File: config.mk
export PLATFORM = sky130hd
export DESIGN_NAME = step_ramp_ctrl
export DESIGN_NICKNAME = d
export VERILOG_FILES = /design/src/rtl/step_ctrl_pkg.sv /design/src/rtl/ramp_period_calc.sv /design/src/rtl/step_ramp_ctrl.sv
export SDC_FILE = /design/constraint.sdc
export NUM_CORES = 1
export LEC_CHECK = 0
export BUFFER_PORTS_ARGS = -buffer_cell sky130_fd_sc_hd__buf_2
export CAP_MARGIN = 30
export CORE_MARGIN = 2
export CORE_UTILIZATION = 50
export DETAILED_ROUTE_END_ITERATION = 10
export PLACE_DENSITY = 0.7
export SLEW_MARGIN = 5
export SYNTH_ARGS = -nofsm -noshare
export SYNTH_HDL_FRONTEND = slang
export SYNTH_HIERARCHICAL = 1
export SYNTH_SLANG_ARGS = --single-unit
File: constraint.sdc
create_clock -name clk -period 7.09 [get_ports clk]
set_clock_uncertainty 0.1 [all_clocks]
set_input_delay 0.3545 -clock clk [delete_from_list [all_inputs] [get_ports clk]]
set_output_delay 0.3545 -clock clk [all_outputs]
set_load 0.005 [all_outputs]
File: src/rtl/step_ctrl_pkg.sv
// Shared definitions for the stepper axis: controller state encoding and the
// field widths of the pulse-generator and step-count interfaces.
package step_ctrl_pkg;

  localparam int PERIOD_W    = 16;
  localparam int PG_PERIOD_W = 32;
  localparam int STEP_CNT_W  = 32;

  typedef enum logic [2:0] {
    ST_IDLE,
    ST_ACCEL,
    ST_CRUISE,
    ST_DECEL,
    ST_FINISH
  } ctrl_state_e;

endpackage

File: src/rtl/ramp_period_calc.sv
// Saturating period step for the ramp: adds or subtracts delta and clamps the
// result into [min_period, max_period] using one guard bit.
module ramp_period_calc
  import step_ctrl_pkg::*;
(
  input  logic [PERIOD_W-1:0] period,
  input  logic                ramp_up,
  input  logic [PERIOD_W-1:0] delta,
  input  logic [PERIOD_W-1:0] min_period,
  input  logic [PERIOD_W-1:0] max_period,
  output logic [PERIOD_W-1:0] next_period
);

  logic [PERIOD_W:0] sum;
  logic [PERIOD_W:0] diff;

  // The guard bit catches both add overflow and subtract borrow.
  always_comb begin
    sum         = {1'b0, period} + {1'b0, delta};
    diff        = {1'b0, period} - {1'b0, delta};
    next_period = period;
    if (ramp_up) begin
      if (sum > {1'b0, max_period}) next_period = max_period;
      else                          next_period = sum[PERIOD_W-1:0];
    end else begin
      if (diff[PERIOD_W] || (diff < {1'b0, min_period})) next_period = min_period;
      else                                               next_period = diff[PERIOD_W-1:0];
    end
  end

endmodule

File: src/rtl/step_ramp_ctrl.sv
// Per-axis motion sequencer: accepts a move command and feeds the step-pulse
// generator a trapezoidal period profile, one period update per completed step.
module step_ramp_ctrl
  import step_ctrl_pkg::*;
#(
  parameter int START_PERIOD = 2000,
  parameter int MIN_PERIOD   = 200,
  parameter int ACC_DELTA    = 10
) (
  input  logic                   clk,
  input  logic                   rst,
  input  logic                   cmd_valid,
  output logic                   cmd_ready,
  input  logic [STEP_CNT_W-1:0]  cmd_steps,
  input  logic                   cmd_dir,
  input  logic                   abort,
  output logic                   pg_start,
  output logic [PG_PERIOD_W-1:0] pg_period,
  input  logic                   pg_done,
  output logic                   dir_out,
  output logic                   busy,
  output logic [STEP_CNT_W-1:0]  steps_done,
  output logic                   done,
  output logic                   aborted
);

  localparam logic [PERIOD_W-1:0] START_P = PERIOD_W'(START_PERIOD);
  localparam logic [PERIOD_W-1:0] MIN_P   = PERIOD_W'(MIN_PERIOD);
  localparam logic [PERIOD_W-1:0] DELTA_P = PERIOD_W'(ACC_DELTA);

  ctrl_state_e           state_q, state_d;
  logic [PERIOD_W-1:0]   period_q, period_d;
  logic [STEP_CNT_W-1:0] remaining_q, remaining_d;
  logic [STEP_CNT_W-1:0] accel_cnt_q, accel_cnt_d;
  logic [STEP_CNT_W-1:0] steps_done_q, steps_done_d;
  logic [STEP_CNT_W-1:0] rem_dec;
  logic                  pg_start_q, pg_start_d;
  logic                  dir_q, dir_d;
  logic                  busy_q, busy_d;
  logic                  done_q, done_d;
  logic                  aborted_q, aborted_d;
  logic                  cmd_ready_q, cmd_ready_d;
  logic [PERIOD_W-1:0]   up_period;
  logic [PERIOD_W-1:0]   down_period;

  ramp_period_calc u_ramp_up (
    .period      (period_q),
    .ramp_up     (1'b1),
    .delta       (DELTA_P),
    .min_period  (MIN_P),
    .max_period  (START_P),
    .next_period (up_period)
  );

  ramp_period_calc u_ramp_down (
    .period      (period_q),
    .ramp_up     (1'b0),
    .delta       (DELTA_P),
    .min_period  (MIN_P),
    .max_period  (START_P),
    .next_period (down_period)
  );

  always_ff @(posedge clk or posedge rst) begin
    if (rst) begin
      state_q      <= ST_IDLE;
      period_q     <= START_P;
      remaining_q  <= '0;
      accel_cnt_q  <= '0;
      steps_done_q <= '0;
      pg_start_q   <= 1'b0;
      dir_q        <= 1'b0;
      busy_q       <= 1'b0;
      done_q       <= 1'b0;
      aborted_q    <= 1'b0;
      cmd_ready_q  <= 1'b1;
    end else begin
      state_q      <= state_d;
      period_q     <= period_d;
      remaining_q  <= remaining_d;
      accel_cnt_q  <= accel_cnt_d;
      steps_done_q <= steps_done_d;
      pg_start_q   <= pg_start_d;
      dir_q        <= dir_d;
      busy_q       <= busy_d;
      done_q       <= done_d;
      aborted_q    <= aborted_d;
      cmd_ready_q  <= cmd_ready_d;
    end
  end

  always_comb begin
    state_d      = state_q;
    period_d     = period_q;
    remaining_d  = remaining_q;
    accel_cnt_d  = accel_cnt_q;
    steps_done_d = steps_done_q;
    pg_start_d   = pg_start_q;
    dir_d        = dir_q;
    busy_d       = busy_q;
    done_d       = 1'b0;
    aborted_d    = aborted_q;
    cmd_ready_d  = cmd_ready_q;
    rem_dec      = remaining_q - STEP_CNT_W'(1);

    case (state_q)
      // cmd_ready comes back one cycle after the done pulse, so no accept overlaps done.
      ST_IDLE: begin
        if (!cmd_ready_q) begin
          cmd_ready_d = 1'b1;
        end else if (cmd_valid) begin
          cmd_ready_d  = 1'b0;
          dir_d        = cmd_dir;
          remaining_d  = cmd_steps;
          steps_done_d = '0;
          accel_cnt_d  = '0;
          aborted_d    = 1'b0;
          period_d     = START_P;
          busy_d       = 1'b1;
          if (cmd_steps == '0) begin
            state_d = ST_FINISH;
          end else begin
            state_d    = ST_ACCEL;
            pg_start_d = 1'b1;
          end
        end
      end

      ST_ACCEL, ST_CRUISE, ST_DECEL: begin
        if (pg_done) begin
          remaining_d  = rem_dec;
          steps_done_d = steps_done_q + STEP_CNT_W'(1);
          if (rem_dec == '0) begin
            state_d    = ST_FINISH;
            pg_start_d = 1'b0;
          end else if ((rem_dec <= accel_cnt_q) && (state_q != ST_DECEL)) begin
            state_d  = ST_DECEL;
            period_d = up_period;
          end else if (state_q == ST_ACCEL) begin
            // A flat profile (start == min) cruises at once without counting a ramp step.
            if (period_q == MIN_P) begin
              state_d = ST_CRUISE;
            end else begin
              period_d    = down_period;
              accel_cnt_d = accel_cnt_q + STEP_CNT_W'(1);
              if (down_period == MIN_P) state_d = ST_CRUISE;
            end
          end else if (state_q == ST_DECEL) begin
            period_d = up_period;
          end
        end
        if (abort) begin
          state_d    = ST_FINISH;
          pg_start_d = 1'b0;
          aborted_d  = 1'b1;
        end
      end

      ST_FINISH: begin
        pg_start_d = 1'b0;
        done_d     = 1'b1;
        busy_d     = 1'b0;
        state_d    = ST_IDLE;
      end

      default: state_d = ST_IDLE;
    endcase
  end

  assign cmd_ready  = cmd_ready_q;
  assign pg_start   = pg_start_q;
  assign pg_period  = {{(PG_PERIOD_W-PERIOD_W){1'b0}}, period_q};
  assign dir_out    = dir_q;
  assign busy       = busy_q;
  assign steps_done = steps_done_q;
  assign done       = done_q;
  assign aborted    = aborted_q;

endmodule

==> flow_summary.toml, run 1 <==
[outcome]
run_status = "complete, no violations"

[global_routing]
grt_max_degree = 61
first_global_vias = 13059
antenna_found_initial = 0
first_pass_grt_wire_length_mm = 68.0
remaining_global_route_overflow = 0
grt_util_overall_pct = 27.8

[route]
wl_met3_mm = 2.43
wirelength_met1_mm = 18.5
detail_route.first_pass.iterations = 8
dr.first_iter.drc_count = 1144
num_vias = 13817
drt-wirelength-per-cell_um = 17.3
via_per_inst = 5.70
drc = 0
wl_mm = 41.8
met2_length_mm = 19.9
ant_nets = 0
maxUsedRoutingLayer = "met4"

[floorplan]
floorplan.rows = 61
die_h_um = 173
start_util_pct = 51.0
number_of_top_level_pins = 108
core_area_sq_um = 27900
floorplan.die_area_sq_um = 29900
die-width_um = 173

[sta]
slew-limit-headroom_pct = 35.0
actual_transition_at_the_worst_max_transition_pin_ps = 971
grt_setup_unrepaired = "false"
final_setup_margin_ps = 1020
achievable-frequency_ghz = 0.165
hold_violations = 0
finalCritPeriodShare_pct = 85.6
report.final.slew_viol_count = 0
setup_violations = 0
final_period_minus_worst_setup_slack_ps = 6070
setup-tns-final_ps = 0

[yosys]
synth-seq-cells = 121
synth_cell_types = 101
synth_top_area_share_pct = 20.0
synth_enable_flop_cells = 0
post_synth_instance_area_sq_um = 14200
yosys_warnings = 6
synth_sequential_area_ratio_pct = 21.3
synth_common_cells = "186 x inv_1, 162 x ha_1, 151 x nor2_1, 132 x a21oi_1, 114 x dfrtp_1"
synthesis.area_per_instance_sq_um = 7.91
synthesized_netlist_cell_count = 1802
synth.area.top_cells = "dfrtp_1 20%, ha_1 14%, inv_1 4.9%"
yosys.area.top_type = "dfrtp_1"
most_instantiated_library_cell_after_synthesis = "inv_1"
ys_async_sr_fraction_pct = 100
synth_top_flop_cell = "dfrtp_1"

[placed_design]
place_inst = 2389
dp_worst_setup_slack_ps = 1070
detailedPlacementHpwl_mm = 33.0
globalplace.congestion = 0.964
io_buffer_count = 91

[clocking]
cts.sink_count = 121
worstSkewPairLatency_ps = 440
cts_setup_buffers = 0
cts_max_path_buffers = 2
cts.htree.levels = 4
clkTransAtPathRegs_ps = 60
tritoncts.num_buffers = 17
cts_root_buf = "clkbuf_16"
tritoncts = "yes"

[min_path]
min_path_type = "input port to register"

[pwr]
irDropWorstVdd_v = 0.000213
static-leakage-power_nw = 7.35
power_density_nw_per_um2 = 397
p_total_mw = 6.40

[setup_path]
cp_num_buf_inv = 1
worst_path_dominant_cell_family = "compound AO/OA/AOI/OAI gates"
maximum_single_stage_delay_on_the_critical_path_ps = 950
crit_path_max_fanout = 21
worst_setup_end_kind = "register"
critical-path-slowest-cell = "a2111oi_4"
cp-start-kind = "register"
worst_ep_arrival_time_ps = 6290
timing.setup.critical_path_class = "register to register"
critPathRequiredTime_ps = 7310
path_cells = "inv_1 > ha_1 > or3b_2 > or3_1 > nor4_1 > xor2_1 > ha_1 > nand4_1 > nor4_1 > o31a_1 > o21ai_1 > o21a_1 > a2111oi_4 > a211oi_1 > a31o_2"

[cells_and_area]
area_delta_synth_final_pct = 13.2
utilization_pct = 57.7
finish.cell_count_without_fillers = 2422
drive_gt1_share_pct = 11.0
nets = 2235
n_fill_cell = 2720
count_of_antenna_diodes_in_the_layout = 0

[flow_run]
drv_cap = 0
-- metrics by stage --
| step | instance area (sq um) | hold WS [ps] |
|---|---|---|
| 2_1_floorplan | 15000 | 354 |
| 3_3_place_gp | 15500 | 327 |
| 3_5_place_dp | 15500 | 323 |
| 4_1_cts | 16100 | 12.4 |
| 5_1_grt | 16100 | 40.2 |
| 6_report | 16100 | 20.5 |
-- where the power goes --
| part | total, mW | switching (mW) | internal [mW] |
|---|---|---|---|
| sequential | 1.17 | 0.305 | 0.866 |
| combinational | 4.32 | 2.62 | 1.71 |
| clock | 0.911 | 0.378 | 0.533 |
-- per-layer routing --
metal	global-route usage [%]	vias up
met5	0	-
met4	8.90	0
met3	3.56	80
met2	46.9	476
met1	36.9	6530
li1	-	6731
-- final timing paths --
kind                                start         endpoint  depth (start not counted)  slack, ps
setup / recovery           remaining_q[0]  accel_cnt_q[16]                         15       1020
hold / removal                    cmd_dir          dir_out                          3         20
setup reg to reg           remaining_q[0]  accel_cnt_q[16]                         15       1020
hold reg to reg                   dir_out          dir_out                          2        380
max in group asynchronous             rst  remaining_q[19]                          5       4910
min in group asynchronous             rst   steps_done[10]                          3        400
-- layout make-up --
cell class                 instances  area [sq um]  area share, %
clock buffer                      17           425           2.64
inverter                         190           716           4.44
tap                              378           473           2.93
timing repair buffer             111           612           3.79
multi-input combinational       1590         10700           66.2
clock inverter                    15           184           1.14
sequential                       121          3040           18.8
-- repair_timing --
| item | CTS | global route |
|---|---|---|
| hold buffers | 1 | 0 |
| gates resized for setup | 0 | 0 |
| endpoints found under the hold margin | 31 | 0 |
-- sequential cells by signal, summed over array words and instances (netlist names) --
signal       cells
pg_start         1
done             1
dir_out          1
accel_cnt_q     32
busy             1
remaining_q     32
state_q          3
cmd_ready        1
aborted          1
period_q        16
steps_done      32
-- worst reg2reg max path, stage by stage, from the launching register on --
cell	delay (ps)
dfrtp_1	490
inv_1	100
ha_1	330
or3b_2	530
or3_1	500
nor4_1	610
xor2_1	150
ha_1	310
nand4_1	130
nor4_1	380
o31a_1	200
o21ai_1	190
o21a_1	530
a2111oi_4	950
a211oi_1	180
a31o_2	260
-- cell usage in the layout, fill, tap and decap left out, types with 15 or more instances in the layout --
| master | n |
|---|---|
| conb_1 | 204 |
| inv_1 | 185 |
| ha_1 | 162 |
| nor2_1 | 151 |
| a21oi_1 | 130 |
| dfrtp_1 | 114 |
| nand2_1 | 99 |
| buf_2 | 91 |
| o21ai_0 | 80 |
| xnor2_1 | 69 |
| nand3_1 | 56 |
| nand4_1 | 52 |
| nor3_1 | 51 |
| mux2i_1 | 49 |
| xor2_1 | 43 |
| nor4_1 | 37 |
| a21o_1 | 25 |
| a211oi_1 | 23 |
| nand2b_1 | 22 |
| o21ai_1 | 18 |
| buf_4 | 18 |
| clkbuf_16 | 17 |
| o22ai_1 | 16 |
| nor2b_1 | 15 |
-- cell families after synthesis --
kind of cell / share of synthesized area [%]
other: 0.0527
adders and majority gates: 14.8
muxes: 4.47
xor gates and xnor gates: 6.88
AOI/OAI and AO/OA: 21.1
and+or+nand+nor: 22.2
DFF: 21.3
buffers and inverters: 9.17
(Power assumes the default switching activity.)
==> run 2: changes to the inputs <==
--- a/config.mk
+++ b/config.mk
@@ -8,9 +8,9 @@
 export BUFFER_PORTS_ARGS = -buffer_cell sky130_fd_sc_hd__buf_2
 export CAP_MARGIN = 30
 export CORE_MARGIN = 2
-export CORE_UTILIZATION = 50
+export CORE_UTILIZATION = 60
 export DETAILED_ROUTE_END_ITERATION = 10
-export PLACE_DENSITY = 0.7
+export PLACE_DENSITY = 0.82
 export SLEW_MARGIN = 5
 export SYNTH_ARGS = -nofsm -noshare
 export SYNTH_HDL_FRONTEND = slang
==> run 2 against run 1 <==
  * Final cell count shrank 2.4%
  * Critical path depth rose by 6
  * Maximum frequency hardly changed
  * Sequential power about the same
  * Power rose by 0.26%
  * Count of clock-buffer cells in the layout is the same
  * Critical endpoint is now state_q[1]
==> flow_summary.toml, run 2 (synthesis results as in run 1) <==
[route]
detail_route.first_pass.iterations = 5
num_vias = 14010
dr.first_iter.drc_count = 1356
drc = 0
ant_nets = 0
drt-wirelength-per-cell_um = 17.3
wl_mm = 41.0
via_per_inst = 5.93

[setup_path]
r2r_setup_slack_ps = 1020
worst_ep_arrival_time_ps = 6330
critPathRequiredTime_ps = 7350
worst_reg2reg_endpoint = "state_q[1]"
cp-start-kind = "register"
worst_setup_end_kind = "register"
r2r-start = "period_q[1]"
crit_path_max_fanout = 12
timing.setup.critical_path_class = "register to register"
rr_worst_depth = 21

[clocking]
cts.sink_count = 121
cts.htree.levels = 4
cts_root_buf = "clkbuf_16"
cts_repair_resize_count = 0
hold_buffers_post_cts = 1
cts_setup_buffers = 0
clkTransAtPathRegs_ps = 70
worstSkewPairLatency_ps = 430
cts_max_path_buffers = 2
tritoncts.num_buffers = 17
tritoncts = "yes"

[pwr]
static-leakage-power_nw = 7.36
share_comb_of_total_power_pct = 67.8
internal_power_mw = 3.11
irDropWorstVdd_v = 0.000216
sequential_power_share_pct = 18.2
part_of_the_power_in_the_clock_network_pct = 14.0
power.share.switching_pct = 51.5
netSwitchingPower_mw = 3.31
power_density_nw_per_um2 = 400

[cells_and_area]
mostFrequentLayoutCell = "conb_1"
utilization_pct = 68.7
layout.cells.most_common_list = "204 x conb_1, 185 x inv_1, 162 x ha_1"
nets = 2236
area_delta_synth_final_pct = 12.8
count_of_antenna_diodes_in_the_layout = 0
drive_gt1_share_pct = 11.0
n_fill_cell = 1933

[global_routing]
antenna_found_initial = 0
remaining_global_route_overflow = 0
grt_util_overall_pct = 33.3
first_pass_grt_wire_length_mm = 66.1
grt_max_degree = 61
first_global_vias = 13030

[floorplan]
start_util_pct = 60.9
floorplan.rows = 56
floorplan.die_area_sq_um = 25000
core_area_sq_um = 23400
die_h_um = 158
die-width_um = 158
number_of_top_level_pins = 108

[sta]
slew-limit-headroom_pct = 34.8
final_setup_margin_ps = 1020
setup-tns-final_ps = 0
achievable-frequency_ghz = 0.165
report.final.slew_viol_count = 0
finalCritPeriodShare_pct = 85.6
setup_violations = 0
actual_transition_at_the_worst_max_transition_pin_ps = 977
grt_setup_unrepaired = "false"
hold_violations = 0
final_period_minus_worst_setup_slack_ps = 6070

[placed_design]
detailedPlacementHpwl_mm = 31.7
dp_worst_setup_slack_ps = 1140
globalplace.congestion = 1.04
io_buffer_count = 91

[min_path]
min_path_type = "input port to register"
worstHoldPathCells = 3
hold_path.startpoint = "cmd_dir"
hold-path-endpoint = "dir_out"

[outcome]
run_status = "complete, no violations"

[flow_run]
drv_cap = 0
run 2: cell count changes in the layout (fill, tap and decap cells not counted), sizes merged:
cell	before	now
clkinv	5	3
buf	110	111
clkinvlp	1	2
inv	197	198
run 2: worst max-delay path by stage:
| stage | start | to | slack (ps) | cells after the start |
|---|---|---|---|---|
| finish | period_q[1] | state_q[1] | 1020 | 21 |
| global route | period_q[1] | state_q[0] | 720 | 20 |
| CTS | period_q[1] | state_q[0] | 1100 | 20 |
| detailed placement | period_q[1] | state_q[0] | 1140 | 20 |
| global placement | remaining_q[0] | accel_cnt_q[29] | 1390 | 15 |
| floorplan | remaining_q[0] | period_q[1] | 2090 | 18 |
run 2: worst max-delay path: stages, from the launching register on:
cell and delay (ps):
dfrtp_1 540, ha_1 380, nor2b_1 150, o31a_1 270, o31ai_1 580, o21bai_1 260, a311o_1 390, ha_1 200
a2111oi_0 510, nand3_1 160, a41oi_1 320, nor4_4 100, buf_6 180, o32ai_1 270, a21oi_1 110, nor4b_1 350
a41oi_1 240, nor4b_1 490, nor2_1 90, nor2_1 130, nor2_1 60, a21oi_1 120
run 2: per-stage QoR:
| stage | hold slack [ps] | power, mW | area, sq um | instances |
|---|---|---|---|---|
| 3_3_place_gp | 347 | 5.19 | 15400 | 2327 |
| 6_report | 11.5 | 6.42 | 16100 | 2364 |
| 5_1_grt | 39.5 | 6.92 | 16100 | 2364 |
| 3_5_place_dp | 357 | 5.34 | 15400 | 2329 |
| 2_1_floorplan | 354 | 4.35 | 15000 | 2004 |
| 4_1_cts | 16.5 | 6.27 | 16100 | 2362 |
run 2: layout make-up:
class / count / area, sq um / share of cell area [%]
clock buffers: 17 / 425 / 2.65
inverters: 190 / 716 / 4.45
flip-flops and latches: 121 / 3040 / 18.9
clock inverters: 15 / 176 / 1.10
well taps: 319 / 399 / 2.48
multi-input cells: 1590 / 10700 / 66.5
repair buffers: 112 / 637 / 3.96
run 2: per-layer routing:
| layer | vias up | wire (um) | GRT usage (%) |
|---|---|---|---|
| li1 | 6728 | - | - |
| met1 | 6563 | 17100 | 43.5 |
| met2 | 613 | 19200 | 54.2 |
| met3 | 106 | 3400 | 6.41 |
| met4 | 0 | 1320 | 13.2 |
| met5 | - | 0 | 0 |
run 2: power groups by stage:
stage / Clock (mW) / Sequential [mW] / Combinational (mW)
floorplan: 0 / 1.03 / 3.32
global placement: 0 / 1.16 / 4.03
detailed placement: 0 / 1.16 / 4.18
CTS: 0.903 / 1.15 / 4.21
global route: 0.936 / 1.20 / 4.79
finish: 0.902 / 1.17 / 4.35
==> run 3: changes to the inputs <==
--- a/config.mk
+++ b/config.mk
@@ -11,6 +11,7 @@
 export CORE_UTILIZATION = 60
 export DETAILED_ROUTE_END_ITERATION = 10
 export PLACE_DENSITY = 0.82
+export RECOVER_POWER = 100
 export SLEW_MARGIN = 5
 export SYNTH_ARGS = -nofsm -noshare
 export SYNTH_HDL_FRONTEND = slang
==> run 3 against run 2 <==
  * The flow now finishes with violations (capacitance limit, slew limit)
  * Count of clock-buffer cells in the layout did not move
  * Global-route usage unchanged
  * Flip-flop and latch count is the same
  * Worst setup slack got worse by 300 ps
  * Sequential power hardly changed
  * Utilization fell by 0.45 points
  * Final cell count unchanged
  * Clock power decreased by 0.4%
  * Power down 0.31%
  * Combinational power about the same
  * Non-clock buffer count unchanged
  * Highest routed layer unchanged
==> flow_summary.toml, run 3 (synthesis results as in run 1) <==
[placed_design]
place_inst = 2329
detailedPlacementHpwl_mm = 31.7
dp_worst_setup_slack_ps = 1140
io_buffer_count = 91
postPlaceCellArea_sq_um = 15400
globalplace.congestion = 1.04

[floorplan]
start_util_pct = 60.9
die_h_um = 158
die-width_um = 158
number_of_top_level_pins = 108
floorplan.rows = 56
floorplan.die_area_sq_um = 25000
core_area_sq_um = 23400

[cells_and_area]
utilization_pct = 68.2
finish.cell_count_without_fillers = 2364
nets = 2236
layout.cells.most_common_list = "204 x conb_1, 185 x inv_1, 162 x ha_1"
drive_gt1_share_pct = 8.17
area_delta_synth_final_pct = 12.0
n_fill_cell = 1979
finalInstanceArea_sq_um = 16000
mostFrequentLayoutCell = "conb_1"
count_of_antenna_diodes_in_the_layout = 0

[route]
drt-wirelength-per-cell_um = 17.3
dr.first_iter.drc_count = 1414
num_vias = 14060
wl_mm = 41.0
drc = 0
via_per_inst = 5.95
detail_route.first_pass.iterations = 6
ant_nets = 0

[clocking]
cts.sink_count = 121
cts_repair_resize_count = 0
clkTransAtPathRegs_ps = 60
worstSkewPairLatency_ps = 430
tritoncts.num_buffers = 17
tritoncts = "yes"
cts_max_path_buffers = 2
cts.htree.levels = 4
cts_setup_buffers = 0
cts_root_buf = "clkbuf_16"

[outcome]
violations = "capacitance limit, slew limit"
run_status = "finished with violations"

[global_routing]
grt_max_degree = 61
grt.met2_usage_pct = 54.2
first_global_vias = 13030
antenna_found_initial = 0
first_pass_grt_wire_length_mm = 66.1
grt_util_overall_pct = 33.3
met1_usage_pct = 43.5
remaining_global_route_overflow = 0
met3_track_demand_over_resource_pct = 6.41
grt_most_used_layer = "met2"

[min_path]
min_path_type = "input port to register"
hold_path.startpoint = "cmd_dir"

[setup_path]
r2r-start = "period_q[6]"
worst_ep_arrival_time_ps = 6620
cp-start-kind = "register"
crit_path_max_fanout = 12
timing.setup.critical_path_class = "register to register"
critPathRequiredTime_ps = 7350
crit_startpoint = "period_q[6]"
worst_setup_end_kind = "register"

[sta]
final_setup_margin_ps = 721
final_period_minus_worst_setup_slack_ps = 6370
slew-limit-headroom_pct = -88.8
report.final.slew_viol_count = 242
grt_setup_unrepaired = "false"
actual_transition_at_the_worst_max_transition_pin_ps = 2830
hold_violations = 0
setup-tns-final_ps = 0
setup_violations = 0
achievable-frequency_ghz = 0.157
whs_ps = 17.8
finalCritPeriodShare_pct = 89.8

[flow_run]
drv_cap = 5

[pwr]
static-leakage-power_nw = 7.15
power_density_nw_per_um2 = 401
irDropWorstVdd_v = 0.000216
p_total_mw = 6.40
run 3: cell types whose count changed in the layout (fill, tap and decap cells not counted), moves of 7 or more:
cell / before / now
clkbuf_1: 0 / 47
buf_2: 92 / 54
buf_4: 17 / 9
dfstp_1: 0 / 7
dfstp_2: 7 / 0
run 3: cell type report:
class	count	area, sq um	share of cell area, %
clock buffers	17	425	2.66
multi-input cells	1590	10700	66.8
repair buffers	112	552	3.46
flip-flops and latches	121	3040	19.0
well taps	319	399	2.50
inverters	190	714	4.48
clock inverters	15	176	1.11
run 3: power breakdown:
group	internal, mW	switching (mW)	leakage [nW]
sequential	0.862	0.305	1.57
combinational	1.71	2.63	5.29
clock	0.530	0.368	0.290
total	3.10	3.30	7.15
run 3: what timing repair did:
action	CTS	global route
hold buffers	1	0
endpoints found under the hold margin	42	0
endpoints found under the setup margin	0	0
run 3: worst max-delay path: stages, from the launching register on:
cell and delay [ps]:
dfstp_1 700, ha_1 390, a211o_1 300, o31ai_1 530, o21bai_1 250, a311o_1 390, ha_1 200, a2111oi_0 450
nand3_1 160, a41oi_1 330, nor4_4 90, clkbuf_1 380, o32ai_1 380, a21oi_1 100, nor4b_1 370, a41oi_1 250
nor4b_1 490, nor2_1 90, nor2_1 140, nor2_1 60, a21oi_1 120
run 3: worst paths after layout:
kind / endpoint / slack [ps] / cells after the start
max in group asynchronous: period_q[9] / 3610 / 5
hold reg to reg: dir_out / 390 / 2
min in group asynchronous: accel_cnt_q[27] / 910 / 3
setup reg to reg: state_q[1] / 720 / 20
hold / removal: dir_out / 20 / 3
setup / recovery: state_q[1] / 720 / 20
run 3: layer usage:
| layer | vias to the layer above | routed length, um |
|---|---|---|
| met4 | 0 | 1570 |
| met2 | 660 | 19000 |
| li1 | 6725 | - |
| met5 | - | 0 |
| met3 | 147 | 3490 |
| met1 | 6528 | 16900 |
